<file path="src/rtl/fetch_pkg.sv">
// Shared types and defaults for the fetch-address generator and its queue.
package fetch_pkg;

  localparam int XLEN_DEFAULT        = 64;
  localparam int INSTR_BYTES_DEFAULT = 4;

  // One queued fetch request: address plus the prediction made for it.
  typedef struct packed {
    logic [XLEN_DEFAULT-1:0] addr;
    logic                    pred_taken;
    logic [XLEN_DEFAULT-1:0] pred_target;
  } fq_entry_t;

  typedef enum logic [1:0] {
    RS_NONE,
    RS_TRAP,
    RS_MISPRED,
    RS_FENCE
  } redirect_src_e;

  // Instruction addresses are always 4-byte aligned; drop the low two bits.
  function automatic logic [XLEN_DEFAULT-1:0] align_word(input logic [XLEN_DEFAULT-1:0] a);
    return {a[XLEN_DEFAULT-1:2], 2'b00};
  endfunction

endpackage

</file>
<file path="src/rtl/fetch_addr_fifo.sv">
// Small circular FIFO for fetch requests. Synchronous clear drops all
// entries; a push is accepted on a full queue only when a pop frees a slot
// in the same cycle.
module fetch_addr_fifo #(
  parameter int  DEPTH   = 4,
  parameter type entry_t = logic
) (
  input  logic   clk,
  input  logic   rst,
  input  logic   clear,
  input  logic   push,
  input  logic   pop,
  input  entry_t din,
  output entry_t dout,
  output logic   full,
  output logic   empty
);

  localparam int PW = (DEPTH > 1) ? $clog2(DEPTH) : 1;
  localparam int CW = $clog2(DEPTH) + 1;

  entry_t          mem [DEPTH];
  logic [PW-1:0]   head_reg;
  logic [PW-1:0]   tail_reg;
  logic [CW-1:0]   count_reg;
  logic [CW-1:0]   count_next;
  logic            do_push;
  logic            do_pop;

  assign full    = (count_reg == CW'(DEPTH));
  assign empty   = (count_reg == '0);
  assign do_pop  = pop & ~empty;
  assign do_push = push & (~full | do_pop);
  assign dout    = mem[head_reg];

  // Occupancy follows the accepted push/pop pair.
  always_comb begin
    count_next = count_reg;
    if (do_push && !do_pop) begin
      count_next = count_reg + CW'(1);
    end else if (do_pop && !do_push) begin
      count_next = count_reg - CW'(1);
    end
  end

  // Pointers and count; reset and clear both empty the queue.
  always_ff @(posedge clk) begin
    if (rst || clear) begin
      head_reg  <= '0;
      tail_reg  <= '0;
      count_reg <= '0;
    end else begin
      if (do_push) tail_reg <= tail_reg + PW'(1);
      if (do_pop)  head_reg <= head_reg + PW'(1);
      count_reg <= count_next;
    end
  end

  // Storage: each slot captures din when the tail points at it.
  generate
    for (genvar gi = 0; gi < DEPTH; gi++) begin : g_slot
      always_ff @(posedge clk) begin
        if (do_push && !clear && !rst && (tail_reg == PW'(gi))) begin
          mem[gi] <= din;
        end
      end
    end
  endgenerate

endmodule

</file>
<file path="src/rtl/fetch_pc_queue.sv">
// Fetch PC register, redirect/next-PC selection and the fetch-address queue
// that feeds stage 2.
module fetch_pc_queue
  import fetch_pkg::*;
#(
  parameter int               XLEN        = XLEN_DEFAULT,
  parameter logic [XLEN-1:0]  RESET_VEC   = '0,
  parameter int               FQ_DEPTH    = 4,
  parameter int               INSTR_BYTES = INSTR_BYTES_DEFAULT
) (
  input  logic            clk,
  input  logic            rst,
  input  logic            trap_valid,
  input  logic [XLEN-1:0] trap_vec,
  input  logic            mispred,
  input  logic [XLEN-1:0] mispred_pc,
  input  logic            fence_flush,
  input  logic [XLEN-1:0] fence_pc,
  input  logic            bp_hit,
  input  logic            bp_taken,
  input  logic [XLEN-1:0] bp_target,
  output logic [XLEN-1:0] pc_o,
  output logic            flush_o,
  output logic            out_valid,
  input  logic            out_ready,
  output logic [XLEN-1:0] out_addr,
  output logic            out_pred_taken,
  output logic [XLEN-1:0] out_pred_target
);

  // Entry struct width is fixed by the package; XLEN must match it.
  logic [XLEN-1:0] pc_reg;
  logic [XLEN-1:0] pc_next;
  logic            flush_reg;
  redirect_src_e   redirect_src;
  logic [XLEN-1:0] redirect_raw;
  logic            redirect;
  logic            pred_taken;
  logic            push;
  logic            pop;
  logic            fifo_full;
  logic            fifo_empty;
  fq_entry_t       push_entry;
  fq_entry_t       head_entry;

  // Redirect source by fixed priority: trap, mispredict, fence refetch.
  always_comb begin
    redirect_src = RS_NONE;
    redirect_raw = '0;
    if (trap_valid) begin
      redirect_src = RS_TRAP;
      redirect_raw = trap_vec;
    end else if (mispred) begin
      redirect_src = RS_MISPRED;
      redirect_raw = mispred_pc;
    end else if (fence_flush) begin
      redirect_src = RS_FENCE;
      redirect_raw = fence_pc + XLEN'(INSTR_BYTES);
    end
  end

  assign redirect = (redirect_src != RS_NONE);

  // A misaligned predicted target is not trusted and falls back to sequential.
  assign pred_taken = bp_hit & bp_taken & (bp_target[1:0] == 2'b00);

  assign pop  = ~fifo_empty & out_ready;
  assign push = ~redirect & (~fifo_full | pop);

  assign push_entry.addr        = pc_reg;
  assign push_entry.pred_taken  = pred_taken;
  assign push_entry.pred_target = pred_taken ? bp_target : '0;

  // Next PC: redirect target, else advance only when this PC was queued.
  always_comb begin
    pc_next = pc_reg;
    if (redirect) begin
      pc_next = align_word(redirect_raw);
    end else if (push) begin
      pc_next = pred_taken ? bp_target : pc_reg + XLEN'(INSTR_BYTES);
    end
  end

  // PC register and the one-cycle flush pulse after any redirect.
  always_ff @(posedge clk) begin
    if (rst) begin
      pc_reg    <= RESET_VEC;
      flush_reg <= 1'b0;
    end else begin
      pc_reg    <= pc_next;
      flush_reg <= redirect;
    end
  end

  fetch_addr_fifo #(
    .DEPTH   (FQ_DEPTH),
    .entry_t (fq_entry_t)
  ) u_fifo (
    .clk   (clk),
    .rst   (rst),
    .clear (redirect),
    .push  (push),
    .pop   (pop),
    .din   (push_entry),
    .dout  (head_entry),
    .full  (fifo_full),
    .empty (fifo_empty)
  );

  assign pc_o            = pc_reg;
  assign flush_o         = flush_reg;
  assign out_valid       = ~fifo_empty;
  assign out_addr        = fifo_empty ? '0 : head_entry.addr;
  assign out_pred_taken  = fifo_empty ? 1'b0 : head_entry.pred_taken;
  assign out_pred_target = fifo_empty ? '0 : head_entry.pred_target;

endmodule

</file>
<file path="config.mk">
export PLATFORM = sky130hd
export DESIGN_NAME = fetch_pc_queue
export DESIGN_NICKNAME = d
export VERILOG_FILES = /design/src/rtl/fetch_pkg.sv /design/src/rtl/fetch_addr_fifo.sv /design/src/rtl/fetch_pc_queue.sv
export SDC_FILE = /design/constraint.sdc
export NUM_CORES = 1
export LEC_CHECK = 0
export BUFFER_PORTS_ARGS = -buffer_cell sky130_fd_sc_hd__buf_2
export CAP_MARGIN = 20
export CELL_PAD_IN_SITES_DETAIL_PLACEMENT = 1
export CELL_PAD_IN_SITES_GLOBAL_PLACEMENT = 2
export CORE_MARGIN = 1
export CORE_UTILIZATION = 42
export CTS_CLUSTER_DIAMETER = 40
export DETAILED_ROUTE_END_ITERATION = 10
export PLACE_DENSITY_LB_ADDON = 0.1
export SYNTH_ARGS = -nofsm -noshare
export SYNTH_HDL_FRONTEND = slang
export SYNTH_SLANG_ARGS = --single-unit
export TNS_END_PERCENT = 5
</file>
<file path="constraint.sdc">
create_clock -name clk -period 13.1 [get_ports clk]
set_input_delay 2.62 -clock clk [delete_from_list [all_inputs] [get_ports clk]]
set_output_delay 2.62 -clock clk [all_outputs]
set_load 0.03 [all_outputs]
</file>
## Word level (Yosys, flattened, before mapping)

Memories as Yosys holds them, arrays and structs flattened. A register that Yosys moved wholly into a read port is not among the register bits.
Index checks and enable logic that the tools add are counted.

- Output and inout bits: 195
- RAM bits: 516
- Bits of input ports: 264
- Memories kept: 1
- Register bits: 72

Memory list:

| memory | depth | bits a word | rd ports | clocked after Yosys merged registers in | write ports | RTL line | text |
|---|---|---|---|---|---|---|---|
| u_fifo.mem | 4 | 129 | 1 | 1 | 1 | fetch_addr_fifo.sv:22 | `entry_t mem [DEPTH];` |

- Reductions and logical operators: 23
- Bitwise logic cells: 11
- Mux-type cells: 34
- Eq/ne operators: 4
- Add/subtract/negate cells: 6

Operators with widths:

| kind | number |
|---|---|
| $mux W64 | 9 |
| $mux W129 | 3 |
| $reduce_or A129 Y1 | 3 |
| $add A64 B3 Y64 const B | 2 |
| $mux W2 | 8 |
| $mux W1 | 12 |
| $logic_and A1 B1 Y1 | 8 |
| $and A1 B1 Y1 | 6 |
| $mux W3 | 2 |
| $reduce_bool A2 Y1 | 3 |
| $add A2 B1 Y2 const B | 2 |
| $eq A2 B2 Y1 const B | 2 |
| $logic_not A1 Y1 | 4 |
| $logic_not A2 Y1 | 2 |
| $add A3 B1 Y3 const B | 1 |
| $eq A3 B3 Y1 const B | 1 |
| $logic_not A3 Y1 | 1 |
| $not A1 Y1 | 3 |
| $sub A3 B1 Y3 const B | 1 |
| $eq A2 B1 Y1 const B | 1 |
| $or A1 B1 Y1 | 2 |
| $reduce_or A2 Y1 | 1 |
| $logic_or A1 B1 Y1 | 1 |

## Depth between registers and ports, before layout

Gate-level depths: netlist of run 1.

- Word-level depth: 16
- Mapped depth: 10

## Modules after synthesis

A second synthesis of run 1 with hierarchy kept.

- Cells, all modules: 1942
- Area total of the unflattened synthesis: 27381.3 µm²

By module, submodules not included:

| module | instances | area each (µm²) | sequential area each (µm²) | cells an instance |
|---|---|---|---|---|
| fetch_addr_fifo | 1 | 19020.7 | 15675.0 | 723 |
| fetch_pc_queue | 1 | 8360.5 | 1301.2 | 1219 |

## Least setup slack after synthesis of run 1

No wires, ideal clock.

- Kind: input -> register
- From: input port mispred
- To: memory u_fifo.mem[0][0] (netlist name), enable pin
- Data required time: 12597 ps
- Arrival: 6590 ps
- Setup time: 503 ps
- Setup slack: 6006 ps
- Stages on the path: 5
- Cell sequence: buf_2 > nor3_1 > nand2_2 > nor2_1 > and2_1

- Longest elaborated chain between the ends: 15

RTL lines:

| element | RTL line | text |
|---|---|---|
| start, declared | fetch_pc_queue.sv:15 | `input logic mispred,` |
| $mux W2 * | fetch_pc_queue.sv:53 | `end else if (mispred) begin` |
| $mux W2 * | fetch_pc_queue.sv:50 | `if (trap_valid) begin` |
| $reduce_bool A2 Y1 * | fetch_pc_queue.sv:62 | `assign redirect = (redirect_src != RS_NONE);` |
| $not A1 Y1 | fetch_pc_queue.sv:68 | `assign push = ~redirect & (~fifo_full \| pop);` |
| $and A1 B1 Y1 | fetch_pc_queue.sv:68 |  |
| $and A1 B1 Y1 | fetch_addr_fifo.sv:33 | `assign do_push = push & (~full \| do_pop);` |
| $logic_and A1 B1 Y1 * (2 in a row) | fetch_addr_fifo.sv:63 | `if (do_push && !clear && !rst && (tail_reg == PW'(gi))) begin` |
| $logic_and A1 B1 Y1 | fetch_addr_fifo.sv:63 |  |
| $mux W1 | fetch_addr_fifo.sv:63 |  |
| $mux W1 (implied by the code) | fetch_addr_fifo.sv:64 | `mem[gi] <= din;` |
| $reduce_or A129 Y1 (no source line) | -- |  |
| $mux W2 (no source line) / $mux W1 (equally long branches) (3 in a row) | -- |  |
| end, declared | fetch_addr_fifo.sv:22 |  |

Mark *: on every way between the ends. The rest lies on a longest branch, timed or not.

==> results of run 1 <==
[cells by family after synthesis]
logic type / count (synthesis)
adders and majority gates: 8
xor gates and xnor gates: 96
muxes: 135
AOI/OAI and AO/OA: 307
and+or+nand+nor: 626
DFF: 590
buffers and inverters: 207
other: 1
[critical path, cell delays in order, from the launching register on]
cell	delay, ns
dfxtp_4	0.72
buf_4	0.84
mux4_2	0.62
and2_1	0.19
buf_2	0.18
[metrics by stage]
stage / hold slack [ns] / total power [W] / area [sq um] / setup slack [ns]
2_1_floorplan: 0.465 / 0.00231 / 27700 / 6.01
6_report: 0.460 / 0.00496 / 33600 / 7.21
3_5_place_dp: 0.450 / 0.00246 / 30400 / 7.06
4_1_cts: 0.463 / 0.00499 / 33600 / 7.03
5_1_grt: 0.493 / 0.00508 / 33600 / 6.96
3_3_place_gp: 0.450 / 0.00246 / 30300 / 7.08
[power by group]
group	switching (W)	leakage, nW	internal [W]
combinational	0.000204	5.23	0.000107
sequential	0.0000503	4.85	0.00207
clock	0.000954	1.56	0.00157
[layout by cell type, fill, tap and decap left out, types with 19 or more instances in the layout]
cell       count
nand2_1       99
edfxtp_1     516
o21ai_0       54
xnor2_1       52
a221oi_1      28
xor2_1        44
o22ai_1       32
inv_1         24
a22oi_1       19
nand3_1       49
a21oi_1       53
dfxtp_1       72
clkbuf_16     96
and3_1        20
and2_1       199
nor2_1        92
nor3_1        40
nand4_1       38
buf_4         39
buf_2        452
mux4_2       129
[final cells by class]
| type | count | area (sq um) |
|---|---|---|
| repair buffers | 493 | 2590 |
| well taps | 855 | 1070 |
| inverters | 27 | 103 |
| multi-input cells | 1180 | 9620 |
| clock buffers | 106 | 2450 |
| diodes | 12 | 30.0 |
| fillers | 6499 | 31100 |
| flip-flops and latches | 590 | 17000 |
| clock inverters | 69 | 797 |
[worst max path at each step]
stage | startpoint | endpoint | depth (start not counted)
floorplan | mispred | u_fifo.mem[0][0] | 5
CTS | flop | out_pred_target[49] | 4
global route | flop | out_pred_target[41] | 4
finish | flop | out_addr[60] | 4
detailed placement | out_ready | u_fifo.mem[1][81] | 7
global placement | out_ready | u_fifo.mem[1][103] | 7
[metal layers]
| metal | track usage (%) | part of all wire (%) |
|---|---|---|
| met1 | 42.2 | 45 |
| met4 | 9.99 | 3.0 |
| met5 | 0 | 0.20 |
| met2 | 43.6 | 44 |
| met3 | 7.31 | 7.8 |
==> flow_summary.ini, run 1 <==
[outcome]
outcome = finished, final reports clean

[timing]
slew_headroom_pct = 21.1
slew_viol_final = 0
worst_pin_slew_ns = 1.18
max_freq_mhz = 170
setup_violations = 0
fin_crit_ns = 5.89
post-route-period-util_pct = 45.0
finClkSkew_ns = 0.0332
hold_viol_final = 0
tns_ns = 0
rsz0062_at_grt = no

[critical_path]
cp.arrival_ns = 3.27
rr_endpoint = u_fifo.mem[1][88]
r2r_cells = 6
ff2ff_setup_slack_ns = 9.29
cp-start-kind = flop
cp_max_fo = 46
worst_ep_required_time_ns = 10.48
r2r_start = u_fifo.count_reg[0]
critical_path_class = reg2out
crit_path_end_kind = primary output

[synthesis]
ys_seq_area_share_pct = 61.4
ys_top_cells_by_count = edfxtp_1, and2_1, mux4_2, nand2_1, nor2_1
async_reset_ff_share_pct = 0
synth.area.mux_share_pct = 10.7
synth_area_leaders = edfxtp_1, mux4_2, dfxtp_1, and2_1, buf_4
avgSynthCellArea_sq_um = 14.0
synth_compound_area_share_pct = 7.60
yosys.area.top_type = edfxtp_1
synth_flop_cell = edfxtp_1
synth-edff-count = 516
synth_top_family_by_area = simple AND/OR/NAND/NOR gates
netlist_instances = 1970
ys_warn_count = 0
ys_ff_latch = 590
syn_area_sq_um = 27600
yosys.area_share.simple_pct = 12.8
synth-xor-area-share_pct = 3.04
yosys.cell_types.count = 85
synthAdderAreaFrac_pct = 0.389
yosysMostFrequentCell = edfxtp_1
synth.top_cell.area_share_pct = 56.0

[run]
drv_cap = 0

[clock_network]
ctsResizeCount = 0
postCtsHoldBufs = 0
tritoncts = built
postCtsSetupBuffers = 0
ctsRootBufferMaster = clkbuf_16
cts_buffers = 93
clock_latency_ns = 0.65
cts.sinks = 590
h-tree-depth = 3
clock_path_buffers = 3
path_clk_slew_ns = 0.06

[placement]
io_buffers = 452
gp_congestion = 0.935
dp_hpwl_um = 69200
dp_cells = 3144

[routing]
wl_per_cell_um = 29.7
drt-total-wl_um = 98900
post_drt_via_cell_ratio = 5.85
dr.pass1.iters = 7
drc = 0
drt_iter0_markers = 1529
antenna_left = 0
route.vias.total = 19480

[global_routing]
grt_pass1_vias = 19986
antenna_found_initial = 25
grt.total_usage_pct = 29.4
grt_max_degree = 83
overflow = 0
grt_pass1_wl_um = 142000

[die]
start_util_pct = 42.7
core_area_sq_um = 64700
io_pins = 459
die_y_um = 259
fp.dieArea_sq_um = 66900
rows = 93
fp.dieW_um = 259

[cells_and_area]
syn2layout_area_growth_pct = 21.7
utilization_pct = 52.0
drive_gt1_share_pct = 33.5
layout.nets = 2657
instances_no_fill = 3332
largest_reg_flops = 516

[min_path]
hold_path_depth = 0
holdCritPathClass = reg2reg
hold_start = pc_o[6]
hold_path_end = u_fifo.mem[0][71]

[power_and_ir_drop]
p_leak_nw = 11.6
p_per_area_nw_per_um2 = 147
ir_drop_v = 0.0000982
(Power assumes the default switching activity.)
==> run 2, diff against run 1 <==
- CORE_UTILIZATION: 42 -> 39
- clock period: 13.1 -> 5.9 ns (I/O delays scaled with it)
==> run 2 against run 1 <==
  * Utilization down 3.6 points
  * Die area up 7.6%
  * Worst hold slack better by 0.056 ns
  * Total power up 120%
  * Global-route usage down 1.8 points
  * Critical path type unchanged
  * Largest power group unchanged
  * Highest routed layer unchanged
==> flow_summary.ini, run 2 (synthesized netlist as in run 1, its figures left out) <==
[outcome]
outcome = finished, final reports clean

[die]
core_area_sq_um = 70100
rows = 97
fp.dieArea_sq_um = 72000
start_util_pct = 39.4
die_y_um = 268
io_pins = 459
fp.dieW_um = 268

[clock_network]
postCtsHoldBufs = 0
clock_path_buffers = 3
h-tree-depth = 3
cts_buffers = 96
path_clk_slew_ns = 0.05
postCtsSetupBuffers = 0
ctsResizeCount = 0
tritoncts = built
cts.sinks = 590
clock_latency_ns = 0.66
ctsRootBufferMaster = clkbuf_16

[cells_and_area]
multi_input_area_sq_um = 9630
final_cell_mix = edfxtp_1, buf_2, and2_1
drive_gt1_share_pct = 34.1
syn2layout_area_growth_pct = 22.9
final_common_cell = edfxtp_1
final-seq-area_sq_um = 17000
instances_no_fill = 3426
layout.nets = 2663
largest_reg_flops = 516
nFillCells = 7199
utilization_pct = 48.4

[routing]
route.met2.wl_um = 45900
antenna_left = 0
wirelength_met1_um = 44300
dr_wl_met3_um = 6950
route.vias.total = 19502
drt_iter0_markers = 1582
wl_per_cell_um = 29.2
drt-total-wl_um = 100000
highest_layer = met5
dr.pass1.iters = 5
post_drt_via_cell_ratio = 5.69
drc = 0

[critical_path]
worst_ep_required_time_ns = 4.72
critPathTopFamily = flip-flops
worst-path-stages = 4
critical_path_class = reg2out
crit_path_cell_trace = buf_4 > mux4_2 > and2_1 > buf_2
cp.arrival_ns = 3.15
cp_max_fo = 39
worst-path-buf-inv = 2
cp-start-kind = flop
ff2ff_setup_slack_ns = 2.57
crit_path_end_kind = primary output
cp_slowest_cell = dfxtp_4
cp-endpoint = out_pred_target[2]
r2r_cells = 8
r2r_start = pc_o[2]
rr_endpoint = pc_o[52]
max_stage_delay_ns = 0.93

[global_routing]
overflow = 0
grt_pass1_vias = 19928
grt_pass1_wl_um = 142000
antenna_found_initial = 36
grt.total_usage_pct = 27.6
grt_max_degree = 130

[timing]
tns_ns = 0
slew_viol_final = 0
fin_crit_ns = 4.33
finClkSkew_ns = 0.0319
max_freq_mhz = 231
slew_headroom_pct = 28.2
post-route-period-util_pct = 73.4
worst_pin_slew_ns = 1.08
hold_viol_final = 0
rsz0062_at_grt = no
setup_violations = 0

[run]
drv_cap = 0

[placement]
dp_cells = 3232
gp_congestion = 0.893
io_buffers = 452
dp_hpwl_um = 70400

[min_path]
holdCritPathClass = reg2reg

[power_and_ir_drop]
ir_drop_v = 0.000323
p_leak_nw = 11.7
p_per_area_nw_per_um2 = 327
-- run 2: how the worst min path moves through the flow --
stage / startpoint / end / slack, ns / cells after the start
2_1_floorplan: u_fifo.tail_reg[1] / u_fifo.tail_reg[1] / 0.46 / 2
3_3_place_gp: u_fifo.tail_reg[1] / u_fifo.tail_reg[1] / 0.48 / 2
3_5_place_dp: u_fifo.tail_reg[1] / u_fifo.tail_reg[1] / 0.51 / 2
4_1_cts: u_fifo.tail_reg[1] / u_fifo.tail_reg[1] / 0.51 / 2
5_1_grt: u_fifo.tail_reg[1] / u_fifo.tail_reg[1] / 0.54 / 2
6_report: u_fifo.tail_reg[1] / u_fifo.tail_reg[1] / 0.52 / 2
-- run 2: cell type report --
class	instances	area share [%]
Inverter	27	0.302
Sequential cell	590	50.0
Clock inverter	80	2.68
Antenna cell	13	0.0958
Multi-Input combinational cell	1180	28.3
Clock buffer	100	7.14
Timing Repair Buffer	496	7.99
Tap cell	940	3.46
-- run 2: tightest hold or removal path, cell delays in order, from the launching register on --
cell	delay [ns]
dfxtp_1	0.34
nand2_1	0.07
a21oi_1	0.06
-- run 2: where the power goes --
group          switching (W)  internal, W
Sequential          0.000122      0.00459
Combinational       0.000445     0.000236
Clock                0.00220      0.00351
Total                0.00277      0.00834
-- run 2: routing by layer --
layer / vias up / GRT usage (%)
li1: 8491 / -
met2: 709 / 41.9
met4: 38 / 9.50
met3: 183 / 6.27
met5: - / 0
met1: 10081 / 39.0
-- run 2: through the flow --
stage	total power [W]	hold slack [ns]	worst slack, ns	area [sq um]
after CTS	0.0112	0.514	1.42	33900
after global placement	0.00545	0.478	1.74	30600
final	0.0111	0.516	1.57	34000
after floorplan	0.00514	0.465	0.246	27700
after global routing	0.0114	0.543	1.33	34000
after detailed placement	0.00547	0.507	1.71	30600
